## src/rtl/gol_generation_scheduler_pkg.sv

```systemverilog
// Shared state encodings, default parameters and tick-period helper for the
// Game of Life generation scheduler.
package gol_generation_scheduler_pkg;

  // Scheduler FSM encoding
  localparam logic [1:0] ST_PAUSED = 2'd0;
  localparam logic [1:0] ST_RUN    = 2'd1;
  localparam logic [1:0] ST_STEP   = 2'd2;
  localparam logic [1:0] ST_LOAD   = 2'd3;

  // Defaults: ~8 generations/s at top speed from a 12.5 MHz-ish tick base
  localparam int TICK_BASE_DEF    = 1562500;
  localparam int SPEED_MAX_DEF    = 7;
  localparam int SPEED_INIT_DEF   = 4;
  localparam int STEP_TIMEOUT_DEF = 65535;
  localparam int GEN_W_DEF        = 16;

  // Tick period in clk cycles for a given speed index
  function automatic int tick_period(input int base, input int smax, input int spd);
    return base << (smax - spd);
  endfunction

endpackage

```

## src/rtl/gol_generation_scheduler_tick_divider.sv

```systemverilog
// Tick divider: free-running counter compared against a speed-scaled period.
// The owner clears it outside RUN and whenever a tick is taken.
module gol_generation_scheduler_tick_divider
  import gol_generation_scheduler_pkg::*;
#(
  parameter int TICK_BASE = TICK_BASE_DEF,
  parameter int SPEED_MAX = SPEED_MAX_DEF
) (
  input  logic                           clk,
  input  logic                           rst,
  input  logic                           clr,
  input  logic [$clog2(SPEED_MAX+1)-1:0] speed,
  output logic                           tick
);

  localparam int SW = $clog2(SPEED_MAX + 1);
  // Sized for the slowest period; the counter never runs past one period in RUN.
  localparam int CW = $clog2(tick_period(TICK_BASE, SPEED_MAX, 0) + 1);
  localparam logic [SW-1:0] SMAX = SW'(SPEED_MAX);

  logic [CW-1:0] cnt;
  logic [CW-1:0] period;

  // Period follows speed combinationally so a speed change hits the next compare
  always_comb begin
    period = CW'(TICK_BASE) << (SMAX - speed);
  end

  // >= rather than == so a shrinking period past the count still fires at once
  assign tick = (cnt >= (period - CW'(1)));

  // Count every cycle unless told to hold at zero
  always_ff @(posedge clk or posedge rst) begin
    if (rst)      cnt <= '0;
    else if (clr) cnt <= '0;
    else          cnt <= cnt + CW'(1);
  end

endmodule

```

## src/rtl/gol_generation_scheduler.sv

```systemverilog
// Generation scheduler: paces step requests to the next-state engine, handles
// pause/single-step/speed, and commits edited grids into the engine.
module gol_generation_scheduler
  import gol_generation_scheduler_pkg::*;
#(
  parameter int TICK_BASE    = TICK_BASE_DEF,
  parameter int SPEED_MAX    = SPEED_MAX_DEF,
  parameter int SPEED_INIT   = SPEED_INIT_DEF,
  parameter int STEP_TIMEOUT = STEP_TIMEOUT_DEF,
  parameter int GEN_W        = GEN_W_DEF
) (
  input  logic                           clk,
  input  logic                           reset,
  input  logic                           pause_req,
  input  logic                           single_step,
  input  logic                           edit_commit,
  input  logic                           speed_up,
  input  logic                           speed_down,
  input  logic                           step_done,
  output logic                           step_start,
  output logic                           grid_load,
  output logic [GEN_W-1:0]               gen_count,
  output logic [$clog2(SPEED_MAX+1)-1:0] speed,
  output logic                           busy,
  output logic                           step_timeout
);

  localparam int SW = $clog2(SPEED_MAX + 1);
  localparam int WW = $clog2(STEP_TIMEOUT + 1);
  localparam logic [WW-1:0] WD_LIM  = WW'(STEP_TIMEOUT - 1);
  localparam logic [SW-1:0] SPD_TOP = SW'(SPEED_MAX);
  localparam logic [SW-1:0] SPD_RST = SW'(SPEED_INIT);

  logic [1:0]    state, nxt;
  logic          edit_pending;
  logic          from_single;
  logic [WW-1:0] wd;
  logic          tick;
  logic          done_ev;
  logic          abort_ev;
  logic          cnt_clr;

  // Tick counter only runs while we stay in RUN; entering or leaving RUN zeroes it
  assign cnt_clr = (state != ST_RUN) || (nxt != ST_RUN);

  gol_generation_scheduler_tick_divider #(
    .TICK_BASE (TICK_BASE),
    .SPEED_MAX (SPEED_MAX)
  ) u_div (
    .clk   (clk),
    .rst   (reset),
    .clr   (cnt_clr),
    .speed (speed),
    .tick  (tick)
  );

  // Next-state decode; edit_pending always wins so a commit is never starved
  always_comb begin
    nxt      = state;
    done_ev  = 1'b0;
    abort_ev = 1'b0;
    case (state)
      ST_PAUSED: begin
        if (edit_pending)    nxt = ST_LOAD;
        else if (single_step) nxt = ST_STEP;
        else if (!pause_req) nxt = ST_RUN;
      end
      ST_RUN: begin
        if (edit_pending)   nxt = ST_LOAD;
        else if (pause_req) nxt = ST_PAUSED;
        else if (tick)      nxt = ST_STEP;
      end
      ST_STEP: begin
        done_ev  = step_done;
        abort_ev = !step_done && (wd == WD_LIM);
        if (done_ev || abort_ev) begin
          if (edit_pending)                  nxt = ST_LOAD;
          else if (pause_req || from_single) nxt = ST_PAUSED;
          else                               nxt = ST_RUN;
        end
      end
      ST_LOAD: begin
        nxt = pause_req ? ST_PAUSED : ST_RUN;
      end
      default: nxt = ST_PAUSED;
    endcase
  end

  // State register plus registered strobes and busy, all decoded from nxt
  always_ff @(posedge clk or posedge reset) begin
    if (reset) begin
      state      <= ST_PAUSED;
      step_start <= 1'b0;
      grid_load  <= 1'b0;
      busy       <= 1'b0;
    end else begin
      state      <= nxt;
      step_start <= (nxt == ST_STEP) && (state != ST_STEP);
      grid_load  <= (nxt == ST_LOAD);
      busy       <= (nxt == ST_STEP) || (nxt == ST_LOAD);
    end
  end

  // Watchdog: zero on STEP entry, counts each STEP cycle; sticky flag on abort
  always_ff @(posedge clk or posedge reset) begin
    if (reset) begin
      wd           <= '0;
      step_timeout <= 1'b0;
    end else begin
      wd           <= (state == ST_STEP) ? wd + WW'(1) : '0;
      step_timeout <= step_timeout | abort_ev;
    end
  end

  // Generation counter: bump on accepted done, wrap naturally, clear on load
  always_ff @(posedge clk or posedge reset) begin
    if (reset)                gen_count <= '0;
    else if (state == ST_LOAD) gen_count <= '0;
    else if (done_ev)         gen_count <= gen_count + GEN_W'(1);
  end

  // A commit landing in the LOAD cycle re-arms for another load
  always_ff @(posedge clk or posedge reset) begin
    if (reset) edit_pending <= 1'b0;
    else       edit_pending <= edit_commit | (edit_pending & (state != ST_LOAD));
  end

  // Remember whether the current step came from single_step so it parks in PAUSED
  always_ff @(posedge clk or posedge reset) begin
    if (reset)                                     from_single <= 1'b0;
    else if (state == ST_PAUSED && nxt == ST_STEP) from_single <= 1'b1;
    else if (state == ST_RUN && nxt == ST_STEP)    from_single <= 1'b0;
  end

  // Speed index, saturating; simultaneous up/down cancels
  always_ff @(posedge clk or posedge reset) begin
    if (reset)
      speed <= SPD_RST;
    else if (speed_up && !speed_down && speed != SPD_TOP)
      speed <= speed + SW'(1);
    else if (speed_down && !speed_up && speed != '0)
      speed <= speed - SW'(1);
  end

endmodule

```

## config.mk

```make
export PLATFORM = sky130hd
export DESIGN_NAME = gol_generation_scheduler
export DESIGN_NICKNAME = d
export VERILOG_FILES = /design/src/rtl/gol_generation_scheduler_pkg.sv /design/src/rtl/gol_generation_scheduler_tick_divider.sv /design/src/rtl/gol_generation_scheduler.sv
export SDC_FILE = /design/constraint.sdc
export NUM_CORES = 1
export LEC_CHECK = 0
export ABC_AREA = 1
export BUFFER_PORTS_ARGS = -buffer_cell sky130_fd_sc_hd__buf_2
export CORE_ASPECT_RATIO = 0.8
export CORE_MARGIN = 2
export CORE_UTILIZATION = 55
export CTS_CLUSTER_SIZE = 10
export DETAILED_ROUTE_END_ITERATION = 8
export PLACE_DENSITY_LB_ADDON = 0.08
export SLEW_MARGIN = 10
export SYNTH_ARGS = -nofsm -noshare
export SYNTH_HDL_FRONTEND = slang
export SYNTH_HIERARCHICAL = 1
export SYNTH_SLANG_ARGS = --single-unit
```

## constraint.sdc

```tcl
create_clock -name clk -period 4.1 [get_ports clk]
set_input_delay 0.205 -clock clk [delete_from_list [all_inputs] [get_ports clk]]
set_output_delay 0.205 -clock clk [all_outputs]
set_load 0.01 [all_outputs]
```

* Word level (Yosys, flattened, before mapping)
Cells that the tools add are included.
Word-level totals: register bits after elaboration 71, input bits 8, word-level logic and storage cells 75
Cells by class: add/sub/neg operators 7, order comparisons 1, equal/unequal tests 11, shift-type cells 1, multiplexer cells 21, bitwise gates (word level) 3, reduce and logical (&&, ||, !) cells 20
Operator list (number):
- $mux 16 | 3
- $add 16x1->16 const B | 2
- $add 28x1->28 const B | 1
- $ge 28x28->1 | 1
- $mux 28 | 1
- $shl 21x3->28 const A | 1
- $sub 28x1->28 const B | 1
- $eq 16x16->1 const B | 1
- $mux 2 | 8
- $eq 2x2->1 const B | 4
- $logic_and 1x1->1 | 8
- $pmux 2 s4 | 1
- $mux 1 | 6
- $mux 3 | 2
- $reduce_bool 2->1 | 3
- $logic_or 1x1->1 | 4
- $ne 2x1->1 const B | 2
- $ne 2x2->1 const B | 2
- $add 3x1->3 const B | 1
- $logic_not 1->1 | 3
- $ne 3x3->1 const B | 1
- $reduce_bool 3->1 | 1
- $sub 3x1->3 const B | 1
- $sub 3x3->3 const A | 1
- 4 further kinds | 5

* Depth between registers and ports, before layout
depth in word-level cells 12, gate-level depth with buffers 28, depth with buffers taken out 27

* By module
Netlist, hierarchy kept.
By module, submodules not included:
- gol_generation_scheduler_tick_divider | instances 1, cells each 382, area each 2483.6 um^2
- gol_generation_scheduler | instances 1, cells each 260, area each 2187.1 um^2

* Worst setup path before layout
OpenSTA, ideal clock, no wires.
kind reg-to-reg, start point register speed[2], end point register u_div.cnt[0], setup time 122 ps, data arrival time 3081 ps, setup slack 897 ps, stages on the path, launching flop included 29, cells stage by stage dfstp_2 > buf_2 > nand2_1 > nor2_1 > inv_1 > ha_1 > inv_1 > a21oi_1 > xor2_1 > ha_1 > nand2_1 > inv_1 > nand2_1 > nand2_1 > nand2_1 > nand3_1 > nand2_1 > nand2_1 > inv_1 > o21ai_0 > o21ai_0 > inv_1 > nand2_1 > nand2_1 > inv_1 > nand4_1 > buf_6 > buf_6 > nor2_1
Between the ends: cells in the longest elaborated chain, start to end 11
RTL lines:
- from (decl) | line gol_generation_scheduler.sv:23 | output logic [$clog2(SPEED_MAX+1)-1:0] speed,
- from (signal assigned) | line gol_generation_scheduler.sv:140 | speed <= speed + SW'(1);
- from (signal assigned) | line gol_generation_scheduler.sv:142 | speed <= speed - SW'(1);
- $sub 3x3->3 | line gol_generation_scheduler_tick_divider.sv:26 | period = CW'(TICK_BASE) << (SMAX - speed);
- $shl 21x3->28 | line gol_generation_scheduler_tick_divider.sv:26
- $sub 28x1->28 | line gol_generation_scheduler_tick_divider.sv:30 | assign tick = (cnt >= (period - CW'(1)));
- $ge 28x28->1 | line gol_generation_scheduler_tick_divider.sv:30
- net tick | line gol_generation_scheduler.sv:38 | logic tick;
- $mux 2 | line gol_generation_scheduler.sv:71 | else if (tick) nxt = ST_STEP;
- $mux 2 | line gol_generation_scheduler.sv:70 | else if (pause_req) nxt = ST_PAUSED;
- $mux 2 | line gol_generation_scheduler.sv:69 | if (edit_pending) nxt = ST_LOAD;
- $pmux 2 s4 | line gol_generation_scheduler.sv:62 | case (state)
- net nxt[0] | line gol_generation_scheduler.sv:34 | logic [1:0] state, nxt;
- $ne 2x1->1 | line gol_generation_scheduler.sv:44 | assign cnt_clr = (state != ST_RUN) || (nxt != ST_RUN);
- $logic_or 1x1->1 | line gol_generation_scheduler.sv:44
- net cnt_clr | line gol_generation_scheduler.sv:41 | logic cnt_clr;
- $mux 28 | line gol_generation_scheduler_tick_divider.sv:35 | else if (clr) cnt <= '0;
- to (signal assigned) | line gol_generation_scheduler_tick_divider.sv:36 | else cnt <= cnt + CW'(1);
- to (decl) | line gol_generation_scheduler_tick_divider.sv:21 | logic [CW-1:0] cnt;
The timed path passes the listed nets, and every way through them passes these cells. A chain may end at the register's enable or synchronous reset.

* Worst setup path after layout
start point register speed[2], end point register u_div.cnt[12]
Same word-level chain as after synthesis.

==> impl_results.md <==
- Number of violations of the max-capacitance limit: 0
- Per-cell via count in the routed design: 5.17
- Maximum root-to-sink buffer count: 2
- Max stage delay cell, worst path: dfstp_2
- Ratio of final minimum period to clock period: 0.888
- Largest net degree at the start of global routing: 44
- Sequential area share after synthesis: 0.381
- Count of yosys warnings during synthesis: 6
- Buffer type at the clock tree root: clkbuf_8
- Port-buffer cells: 30
- FF+latch count, synth: 71
- All-Layer GR Usage: 0.246
- Most frequently used cell type in the post-synthesis netlist: nand2_1
- Remaining design rule violation count: 0
- Layout cells sized above 1: 0.126
- Clock Sink Count: 71
- Crit path required time: around 4.4 ns
- TritonCTS clock tree: yes
- Async set-reset flop share out of synthesis: 1.00
- Wire length of the first global-routing pass: 17.9 mm
- Leading area contributor after synthesis: dfrtp_1
- Hold path startpoint: edit_commit
- Clk pin slew, worst setup/hold paths: ~0.08 ns
- Pleak: ~2.5 nW
- Final Max Tran Viols: 0
- Final Setup Violations: 0
- Fin worst setup slack: 0.460 ns
- Critical Path Start Type: flop
- First-iteration detailed-routing DRC count: ~330
- Total Power Consumption: 0.00235 W
- Pin slew with the least headroom to its limit: 1.05 ns
- Number of levels the H-tree was split into: 3
- Normalized max-slew margin: 0.294
- Hold WC Path Type: primary input to flop
- Drt total wl: 10.6 mm
- Vertical extent of the die: 86.4 um
- Crit. Startpoint: speed[2]
- WL per Instance: between 10 and 15 um
- Post-Syn Nets: 682
- Dominant cell type by count on the critical path: nand2_1
- Number of unique standard cell types used by synthesis: 41
- Arr. time, crit path: 3.90 ns
- Critical Path End Type: flop
- Post-detailed-route count of antenna-violating nets: 0
- Maximum clock frequency: 275 MHz
- Number of optimization iterations in the first detailed-route pass: 5
- Die ar.: 9250 um^2
- RD Place Congestion: 0.970
- Final number of hold-violating endpoints: 0
- Area of the core: 8370 um^2
- Final net count: 725
- Post-Route Setup TNS: 0 ns
- Antenna Cells: 0
- Count of standard-cell rows: 30
- Cell count after synthesis: 642
- Final critical path time including I/O delays and setup: approximately 3.6 ns
- Average size of a mapped cell: 7.28 um^2
- Cell area after synthesis: 4670 um^2
- Total gr overflow: 0
- Fraction of synthesized cell area taken by the top area cell type: 0.375
- Via count of the first global-routing pass: about 3.7k
- CTS Buf Count: 9
- Number of synthesized flops with an enable pin: 0
- Ports placed on the boundary: 31
- Post-Route Skew: between 0.006 and 0.007 ns
- Via count of the routed design: 4149
- Result of the run: completed
- Effective utilization at floorplan: 0.558
- Max IR drop VDD: 294 uV
- Top cells by count, synth: nand2_1 (174), nor2_1 (109), inv_1 (80)
- Main area contributors after synthesis: dfrtp_1 (38%), nand2_1 (14%), nor2_1 (8.8%)
- FF-to-FF Start: speed[2]
- Antenna violations before repair: 0
- Category of the critical setup timing path: flop to flop
- Highest net fanout along the worst path: 18
- Detailed-placement wirelength estimate: 8.23 mm
- Pre-CTS setup slack: 0.213 ns
- Die outline width: ~110 um
- RSZ-0062 raised after global routing: no
- Layout Area Growth over Synthesis: 10.7%
- Cell area power density: 455 nW/um^2
- Peak per-stage delay on the critical path: 0.70 ns
- Clock latency of the later-clocked register in the worst-skew pair: about 0.34 ns
- Most frequently used flop master after synthesis: dfrtp_1
-- sequential cells by signal (all words and copies together) (netlist names), 2 cells and up --
name       cells
u_div/cnt     28
gen_count     16
wd            16
speed          3
state          2
-- worst max-delay path, delay by kind of cell, from the launching register on --
kind	cells	cell delay, ns
and+or+nand+nor	12	1.04
buffers and inverters	8	0.74
DFF	1	0.70
adders and majority gates	2	0.49
AOI/OAI and AO/OA	5	0.44
xor gates and xnor gates	1	0.16
-- cells by family (layout without fill, tap and decap cells) --
| logic type | after synthesis | count (layout) | share of synthesized area |
|---|---|---|---|
| and+or+nand+nor | 356 | 356 | 0.332 |
| AOI/OAI and AO/OA | 81 | 81 | 0.0978 |
| adders and majority gates | 32 | 32 | 0.0873 |
| xor gates and xnor gates | 12 | 12 | 0.0225 |
| DFF | 71 | 71 | 0.381 |
| buffers and inverters | 88 | 136 | 0.0750 |
| muxes | 2 | 2 | 0.00455 |
-- routing by layer --
metal  part of all wire  track usage
met1               0.51        0.390
met5                  0            0
met4             0.0065       0.0508
met2               0.41        0.342
met3              0.071       0.0519
-- report_power, final --
part | switching, W | total [W] | internal (W)
Clock | 0.000282 | 0.000564 | 0.000282
Sequential | 0.000104 | 0.000875 | 0.000772
Combinational | 0.000608 | 0.000914 | 0.000306
-- layout by cell type (no fill, tap or decap), types with 3 or more instances in the layout --
cell type / netlist / routed
nor3_1: 6 / 6
nand3_1: 35 / 35
nand4_1: 4 / 4
nor2_4: 7 / 7
clkbuf_8: 0 / 9
nand2_2: 5 / 5
a21o_1: 3 / 3
a21oi_1: 36 / 36
inv_2: 3 / 4
nor2_2: 8 / 8
xor2_1: 9 / 9
nand2_1: 174 / 174
buf_4: 0 / 5
o21a_1: 3 / 3
xnor2_1: 3 / 3
inv_1: 80 / 77
buf_2: 2 / 30
dfrtp_1: 70 / 70
ha_1: 31 / 31
o21ai_0: 27 / 27
nor2_1: 109 / 109
-- path summary, 6_finish.rpt --
kind | slack (ns) | end | depth (start not counted)
max in group asynchronous | 3.07 | u_div/cnt[16] | 3
min in group asynchronous | 0.54 | wd[8] | 4
worst max-delay path | 0.46 | u_div/cnt[12] | 28
worst min-delay path | 0.08 | edit_pending | 2
worst min register to register | 0.48 | from_single | 2
worst max register to register | 0.46 | u_div/cnt[12] | 28
-- what timing repair did --
action	CTS	global route
endpoints found under the setup margin	0	22
gates resized for setup	0	1
hold buffers	1	0
buffers inserted	0	3
hold endpoints to repair	10	0
-- cell type report --
class                   count  area [um^2]
well taps                 112          140
clock buffers               9          124
multi-input cells         483         2540
clock inverters             7         72.6
fillers                   771         3200
repair buffers             36          198
inverters                  84          318
flip-flops and latches     71         1780
-- stage by stage --
step	area [um^2]	cells	hold WS [ns]	util
2_1_floorplan	4670	642	0.270	-
3_3_place_gp	4940	782	0.370	0.591
3_5_place_dp	4940	782	0.377	0.591
4_1_cts	5150	799	0.0683	0.615
5_1_grt	5170	802	0.0770	0.618
6_report	5170	802	0.0794	0.618
Power figures use the tool's default switching activity.
